## src/rtl/pipe_issue.sv

```systemverilog
// Operand-pair issue FIFO driving the x/y register of a fixed-latency pipe, with result tracking.
// Define PIPE_ISSUE_ZERO_FLAG_EN to build the zero-operand marker and its delay line.
module pipe_issue #(
    parameter int DEPTH = 4,
    parameter int LAT   = 3
) (
    input  logic                     clk,
    input  logic                     rst,
    input  logic                     in_valid,
    output logic                     in_ready,
    input  logic [0:31]              in_x,
    input  logic [0:31]              in_y,
    output logic [0:31]              x,
    output logic [0:31]              y,
    output logic                     out_valid,
    output logic                     res_valid,
    output logic [15:0]              res_count,
    output logic [$clog2(DEPTH):0]   level,
    output logic                     zero_flag
);
    localparam int DATA_W = 32;
    localparam int AW     = $clog2(DEPTH);
    localparam int LW     = AW + 1;

    logic [0:DATA_W-1] mem_x [DEPTH];
    logic [0:DATA_W-1] mem_y [DEPTH];
    logic [AW-1:0]     wr_ptr;
    logic [AW-1:0]     rd_ptr;
    logic [LW-1:0]     lvl;
    logic              push;
    logic              pop;

    logic [0:DATA_W-1] x_p0;
    logic [0:DATA_W-1] y_p0;
    logic              vld_p0;
    logic [LAT-1:0]    vld_p1;
    logic [15:0]       res_cnt;

    assign in_ready = (lvl < LW'(DEPTH));
    assign push     = in_valid & in_ready;
    assign pop      = (lvl != '0);

    // FIFO control: pop is unconditional whenever anything is queued
    always_ff @(posedge clk) begin
        if (rst) begin
            wr_ptr <= '0;
            rd_ptr <= '0;
            lvl    <= '0;
        end else begin
            if (push) wr_ptr <= wr_ptr + 1'b1;
            if (pop)  rd_ptr <= rd_ptr + 1'b1;
            case ({push, pop})
                2'b10:   lvl <= lvl + 1'b1;
                2'b01:   lvl <= lvl - 1'b1;
                default: lvl <= lvl;
            endcase
        end
    end

    always_ff @(posedge clk) begin
        if (push && !rst) begin
            mem_x[wr_ptr] <= in_x;
            mem_y[wr_ptr] <= in_y;
        end
    end

    // Stage p0: x/y operand register; an empty FIFO issues a zero bubble
    always_ff @(posedge clk) begin
        if (rst) begin
            x_p0   <= '0;
            y_p0   <= '0;
            vld_p0 <= 1'b0;
        end else if (pop) begin
            x_p0   <= mem_x[rd_ptr];
            y_p0   <= mem_y[rd_ptr];
            vld_p0 <= 1'b1;
        end else begin
            x_p0   <= '0;
            y_p0   <= '0;
            vld_p0 <= 1'b0;
        end
    end

    // Stage p1: LAT-deep valid delay matching the downstream pipe
    always_ff @(posedge clk) begin
        if (rst) begin
            vld_p1 <= '0;
        end else begin
            vld_p1[0] <= vld_p0;
            for (int i = 1; i < LAT; i++) begin
                vld_p1[i] <= vld_p1[i-1];
            end
        end
    end

    always_ff @(posedge clk) begin
        if (rst) begin
            res_cnt <= '0;
        end else if (vld_p1[LAT-1]) begin
            res_cnt <= res_cnt + 16'd1;
        end
    end

`ifdef PIPE_ISSUE_ZERO_FLAG_EN
    logic           zmark_p0;
    logic [LAT-1:0] zmark_p1;

    // Sign bit is ignored so that -0.0 is marked as well
    assign zmark_p0 = (x_p0[1:DATA_W-1] == '0) | (y_p0[1:DATA_W-1] == '0);

    always_ff @(posedge clk) begin
        if (rst) begin
            zmark_p1 <= '0;
        end else begin
            zmark_p1[0] <= zmark_p0;
            for (int i = 1; i < LAT; i++) begin
                zmark_p1[i] <= zmark_p1[i-1];
            end
        end
    end

    assign zero_flag = vld_p1[LAT-1] & zmark_p1[LAT-1];
`else
    assign zero_flag = 1'b0;
`endif

    assign x         = x_p0;
    assign y         = y_p0;
    assign out_valid = vld_p0;
    assign res_valid = vld_p1[LAT-1];
    assign res_count = res_cnt;
    assign level     = lvl;

endmodule

```

## config.mk

```make
export PLATFORM = sky130hd
export DESIGN_NAME = pipe_issue
export DESIGN_NICKNAME = d
export VERILOG_FILES = /design/src/rtl/pipe_issue.sv
export SDC_FILE = /design/constraint.sdc
export NUM_CORES = 1
export LEC_CHECK = 0
export CAP_MARGIN = 20
export CORE_MARGIN = 10
export CORE_UTILIZATION = 45
export CTS_CLUSTER_DIAMETER = 150
export CTS_CLUSTER_SIZE = 40
export DETAILED_ROUTE_END_ITERATION = 10
export GPL_TIMING_DRIVEN = 0
export PLACE_DENSITY = 0.67
export SYNTH_ARGS = -nofsm -noshare
export SYNTH_HDL_FRONTEND = slang
export SYNTH_SLANG_ARGS = --single-unit
```

## constraint.sdc

```tcl
create_clock -name clk -period 3.7 [get_ports clk]
set_clock_uncertainty 0.05 [all_clocks]
set_input_delay 0.74 -clock clk [delete_from_list [all_inputs] [get_ports clk]]
set_output_delay 0.74 -clock clk [all_outputs]
set_load 0.1 [all_outputs]
```

==> impl_metrics.toml, run 1 <==
[status]
status = "completed"

[global_routing]
grt.overflow.total = 0
antenna_found_initial = 1
track_usage_pct = 13.7
grt_pass1_wl_um = 36300
grt_max_degree = 46
grt_pass1_vias = 6357

[power_and_ir_drop]
ir_drop_mv = 0.463
power.density_mw_per_mm2 = 679
p_leak_nw = 4.74

[worst_hold_path]
min-delay-start = "vld_p1[0]"
worstHoldPathType = "reg2reg"
hold-path-endpoint = "vld_p1[1]"
holdPathStages = 1

[worst_setup_path]
crit_slowest_cell = "clkdlybuf4s50_1"
timing.rr.end = "mem_y[2][5]"
critPathArrivalTime_ns = 2.23
rr_startpoint = "level[2]"
crit_path_cell_trace = "clkdlybuf4s50_1"
cp.required_ns = 2.91
critical-path-top-delay-family = "buffers and inverters"
ff2ff_setup_slack_ns = 1.49
cp-end-kind = "primary output"
crit_buf_inv = 1
crit_path_max_fanout = 7
crit_type = "reg2out"
cpPeakStageDelay_ns = 1.22
startpoint_type = "flop"
reg2reg_depth = 5

[layout]
antenna_cells = 0
finalNetCount = 856
drive_gt1_share_pct = 14.1
area_growth_pct = 19.9
final_util_pct = 54.6
fillerInstances = 2103
final_area_mm2 = 0.0147

[timing]
max_freq_ghz = 0.331
min_period_ns = 3.02
slew_viol_final = 0
grt_setup_unrepaired = "false"
worst_slack_ns = 0.683
tns_ns = 0
maxSlewHeadroom_pct = 31.2
holdWs_ns = 0.405
hold_viol = 0
setup-violations-final = 0
tightest_slew_ns = 1.03
period_share_pct = 81.5

[yosys]
synth_area_leaders = "edfxtp_1 63%, dfxtp_1 15%, mux4_2 12%"
synth-edff-count = 256
yosysWarnings = 0
synth_top_area_cell = "edfxtp_1"
syn_area_per_cell_um2 = 20.0
synth_nets = 686
async_reset_ff_share_pct = 0
syn-cell-area_mm2 = 0.0122
synth_ff_type = "edfxtp_1"
yosys.cell_types.count = 32
ys_ff_latch = 347
yosys.area.top_type_share_pct = 62.8
seq_area_frac_synth_pct = 77.7
syn_inst = 612

[detailed_routing]
wl_um = 23500
route.detailed.drc = 0
via_per_inst = 5.25
antenna_left = 0
drt_iter0_drc = 402
wl_per_cell_um = 20.8
drt_pass1_iterations = 4
num_vias = 5924

[clocking]
cts_tree = "yes"
holdBufCountCts = 0
cts_resized = 0
postCtsSetupRepairBufs = 0
clock_sinks = 347
numCtsBuffers = 12
root_buffer = "clkbuf_16"
clock_path_buffers = 3
clk_pin_slew_worst_paths_ns = 0.14
htree_levels = 1
worstSkewPairLatency_ns = 0.50

[flow_run]
drv_cap = 0

[die]
die_y_um = 185
die_area_mm2 = 0.0342
design.core.area_mm2 = 0.0269
initial_core_util_pct = 45.5
die_x_um = 185
placement_rows = 60
io_pins = 154

[placement]
io_buffers = 152
place_ws_ns = 0.598
place.gp.congestion = 0.744
placed_cell_area_mm2 = 0.0143
dp_hpwl_um = 15400
-- worst reg2reg max path, cell delays in order, from the launching register on --
cell	delay, ns
dfxtp_1	0.42
nor2b_1	0.27
inv_1	0.12
nor2_1	0.23
and2_4	0.43
buf_16	0.32
-- Yosys cell counts, types with 3 or more instances --
cell type and count:
and2_1 68, nor4_1 5, mux4_2 64, a21oi_1 9, inv_1 9, or4_1 5
dfxtp_1 91, o31ai_1 6, buf_2 9, buf_6 5, nor2b_1 9, nor2_1 18
ha_1 6, edfxtp_1 256, xor2_1 7, mux2_2 5, nand4_1 6, nand2_1 6
nand3_1 3, clkbuf_1 8
-- registers in the layout, indices dropped and copies added (netlist names) --
| signal | cells |
|---|---|
| out_valid | 1 |
| rd_ptr | 2 |
| mem_y | 128 |
| x | 32 |
| vld_p1 | 3 |
| wr_ptr | 2 |
| mem_x | 128 |
| level | 3 |
| res_count | 16 |
| y | 32 |
-- cell type report --
class / instances / area (µm²) / area share, %
plain buffers: 27 / 159 / 1.08
clock buffers: 19 / 348 / 2.37
clock inverters: 1 / 16.3 / 0.111
inverters: 9 / 33.8 / 0.230
multi-input cells: 229 / 2540 / 17.3
flip-flops and latches: 347 / 9510 / 64.8
well taps: 341 / 427 / 2.91
repair buffers: 156 / 1630 / 11.1
-- stage by stage --
| step | instances | power (mW) |
|---|---|---|
| 2_1_floorplan | 612 | 7.47 |
| 3_3_place_gp | 1105 | 8.33 |
| 3_5_place_dp | 1109 | 8.41 |
| 4_1_cts | 1129 | 10.1 |
| 5_1_grt | 1129 | 10.4 |
| 6_report | 1129 | 9.96 |
-- logic make-up after synthesis --
kind of cell	count (synthesis)	synth area share, %
adder cells (fa/ha/maj)	7	0.777
AND/OR/NAND/NOR	125	6.11
flip-flops	347	77.7
buffers and inverters	36	1.57
multiplexers	70	12.3
AO/OA/AOI/OAI	17	0.818
XOR/XNOR	9	0.644
other	1	0.0307
-- power by group --
group	total [mW]	switching [mW]	internal, mW	leakage (nW)
logic	3.55	2.35	1.20	1.50
clock network	1.72	1.05	0.673	0.174
registers	4.69	0.130	4.56	3.07
-- per-layer routing --
metal / wire, µm / vias to the layer above / global-route usage, %
met3: 1190 / 19 / 2.88
met5: 13 / - / 0
met1: 9830 / 3088 / 17.0
met2: 12200 / 127 / 24.2
met4: 330 / 2 / 2.57
li1: - / 2688 / -
-- placed cells by master (no fill, tap or decap), types with 7 or more instances in the layout --
cell / instances
clkbuf_16: 13
mux4_2: 64
and2_1: 64
clkdlybuf4s50_1: 152
inv_1: 9
clkbuf_1: 14
dfxtp_1: 91
edfxtp_1: 256
nor2_1: 18
xor2_1: 7
nor2b_1: 9
buf_2: 9
a21oi_1: 9
-- how the worst max path moves through the flow --
| stage | from | endpoint | depth (start not counted) |
|---|---|---|---|
| after floorplan | level[2] | mem_x[0][0] | 4 |
| after global placement | rst | mem_y[3][8] | 4 |
| after detailed placement | rst | mem_y[0][12] | 5 |
| after CTS | level[2] | level[2] | 1 |
| after global routing | level[2] | level[2] | 1 |
| final | level[2] | level[2] | 1 |
(Power assumes the default switching activity.)
==> inputs of run 2 (changes only) <==
--- a/config.mk
+++ b/config.mk
@@ -12,7 +12,7 @@
 export CTS_CLUSTER_SIZE = 40
 export DETAILED_ROUTE_END_ITERATION = 10
 export GPL_TIMING_DRIVEN = 0
-export PLACE_DENSITY = 0.67
+export PLACE_DENSITY = 0.7
 export SYNTH_ARGS = -nofsm -noshare
 export SYNTH_HDL_FRONTEND = slang
 export SYNTH_SLANG_ARGS = --single-unit
==> constraint.sdc (replaced) <==
create_clock -name clk -period 2.6 [get_ports clk]
set_clock_uncertainty 0.05 [all_clocks]
set_input_delay 0.52 -clock clk [delete_from_list [all_inputs] [get_ports clk]]
set_output_delay 0.52 -clock clk [all_outputs]
set_load 0.1 [all_outputs]
==> impl_metrics.toml, run 2 (synthesized netlist as in run 1, its figures left out) <==
[status]
status = "completed"

[worst_setup_path]
crit_path_cell_trace = "clkdlybuf4s50_1"
reg2reg_depth = 5
critical_path.startpoint = "x[10]"
critPathArrivalTime_ns = 2.00
critical-path-top-delay-family = "buffers and inverters"
timing.rr.end = "mem_y[1][5]"
startpoint_type = "flop"
cp.required_ns = 2.03
crit_path_max_fanout = 1
cpPeakStageDelay_ns = 1.14
ff2ff_setup_slack_ns = 0.38
crit_buf_inv = 1
rr_startpoint = "level[2]"
worst-path-stages = 1
cp-end-kind = "primary output"
crit_slowest_cell = "clkdlybuf4s50_1"
endpoint = "x[10]"
crit_type = "reg2out"

[power_and_ir_drop]
comb_power_share_pct = 35.3
p_leak_nw = 5.13
internal_power_mw = 9.11
p_clk_share_pct = 17.6
p_switching_mw = 5.02
power.density_mw_per_mm2 = 963
p_sw_share_pct = 35.5
ir_drop_mv = 0.696
p_seq_share_pct = 47.1

[die]
initial_core_util_pct = 45.5
die_area_mm2 = 0.0342
placement_rows = 60
die_x_um = 185
design.core.area_mm2 = 0.0269
die_y_um = 185
io_pins = 154

[detailed_routing]
antenna_left = 0
wl_per_cell_um = 20.5
via_per_inst = 5.12
drt_pass1_iterations = 4
num_vias = 5797
route.detailed.drc = 0
wl_um = 23200
drt_iter0_drc = 326

[global_routing]
antenna_found_initial = 2
grt_pass1_wl_um = 36100
grt.overflow.total = 0
track_usage_pct = 13.6
grt_pass1_vias = 6247
grt_max_degree = 44

[clocking]
holdBufCountCts = 0
clock_path_buffers = 3
clock_sinks = 347
cts_tree = "yes"
htree_levels = 1
numCtsBuffers = 12
root_buffer = "clkbuf_16"
worstSkewPairLatency_ns = 0.50
postCtsSetupRepairBufs = 0
clk_pin_slew_worst_paths_ns = 0.14

[placement]
placed_cell_area_mm2 = 0.0143
io_buffers = 152
dp_cells = 1109
dp_hpwl_um = 15100
place.gp.congestion = 0.759

[flow_run]
drv_cap = 0

[timing]
period_share_pct = 98.7
maxSlewHeadroom_pct = 33.0
grt_setup_unrepaired = "false"
holdWs_ns = 0.408
tightest_slew_ns = 1.01
min_period_ns = 2.57
hold_viol = 0
max_freq_ghz = 0.390
slew_viol_final = 0
setup-violations-final = 0

[worst_hold_path]
worstHoldPathType = "reg2reg"

[layout]
drive_gt1_share_pct = 14.2
mostFrequentLayoutCell = "edfxtp_1"
final_area_mm2 = 0.0147
area_growth_pct = 19.9
instances_no_fill = 1132
finalNetCount = 856
layout_common_cells = "256 x edfxtp_1, 106 x clkdlybuf4s50_1, 90 x dfxtp_1, 64 x mux4_2, 64 x and2_1"
reg_top3 = "mem_x x128, mem_y x128"
-- run 2: changes by cell type in the layout (fill, tap and decap cells not counted), moves of 3 or more --
cell	change
clkdlybuf4s50_1	-46
diode_2	+3
dlygate4sd2_1	+30
dlymetal6s2s_1	+16
-- run 2: power by group through the flow --
stage	Sequential [mW]	Clock (mW)	Combinational (mW)
global placement	6.80	0	5.08
floorplan	8.76	0	1.86
detailed placement	6.80	0	5.13
global route	6.71	2.75	5.29
finish	6.66	2.49	4.98
CTS	6.67	2.58	5.10
-- run 2: worst min path at each step --
stage	startpoint	endpoint	slack, ns	cells past startpoint
2_1_floorplan	vld_p1[0]	vld_p1[1]	0.36	1
3_3_place_gp	vld_p1[0]	vld_p1[1]	0.37	1
3_5_place_dp	vld_p1[0]	vld_p1[1]	0.39	1
4_1_cts	vld_p1[0]	vld_p1[1]	0.41	1
5_1_grt	vld_p1[0]	vld_p1[1]	0.42	1
6_report	vld_p1[0]	vld_p1[1]	0.41	1
-- run 2: cell type report --
class	instances	area, µm²
tap	341	427
buffer	27	159
sequential	347	9510
clock buffer	19	348
antenna	3	7.51
timing repair buffer	156	1630
fill	2147	12200
multi-input combinational	229	2540
inverter	9	33.8
clock inverter	1	16.3
-- run 2: stage by stage --
step	util (%)	power (mW)	worst slack, ns	setup TNS, ns
after global routing	54.6	14.7	0.00315	0
after floorplan	-	10.6	0.104	0
after CTS	54.4	14.4	0.0000688	0
after detailed placement	53.2	11.9	-0.330	-47.28
after global placement	52.8	11.9	-1.03	-258.62
final	54.6	14.1	0.0341	0
-- run 2: per-layer routing --
metal	GRT usage, %	wire length, µm
met5	0	0
met4	3.19	281
met3	2.41	1060
met2	23.9	12000
met1	16.9	9850
-- run 2: what timing repair did --
item / in CTS / in global routing
resized for setup: 30 / 16
setup endpoints to repair: 30 / 16
cloned: 0 / 0
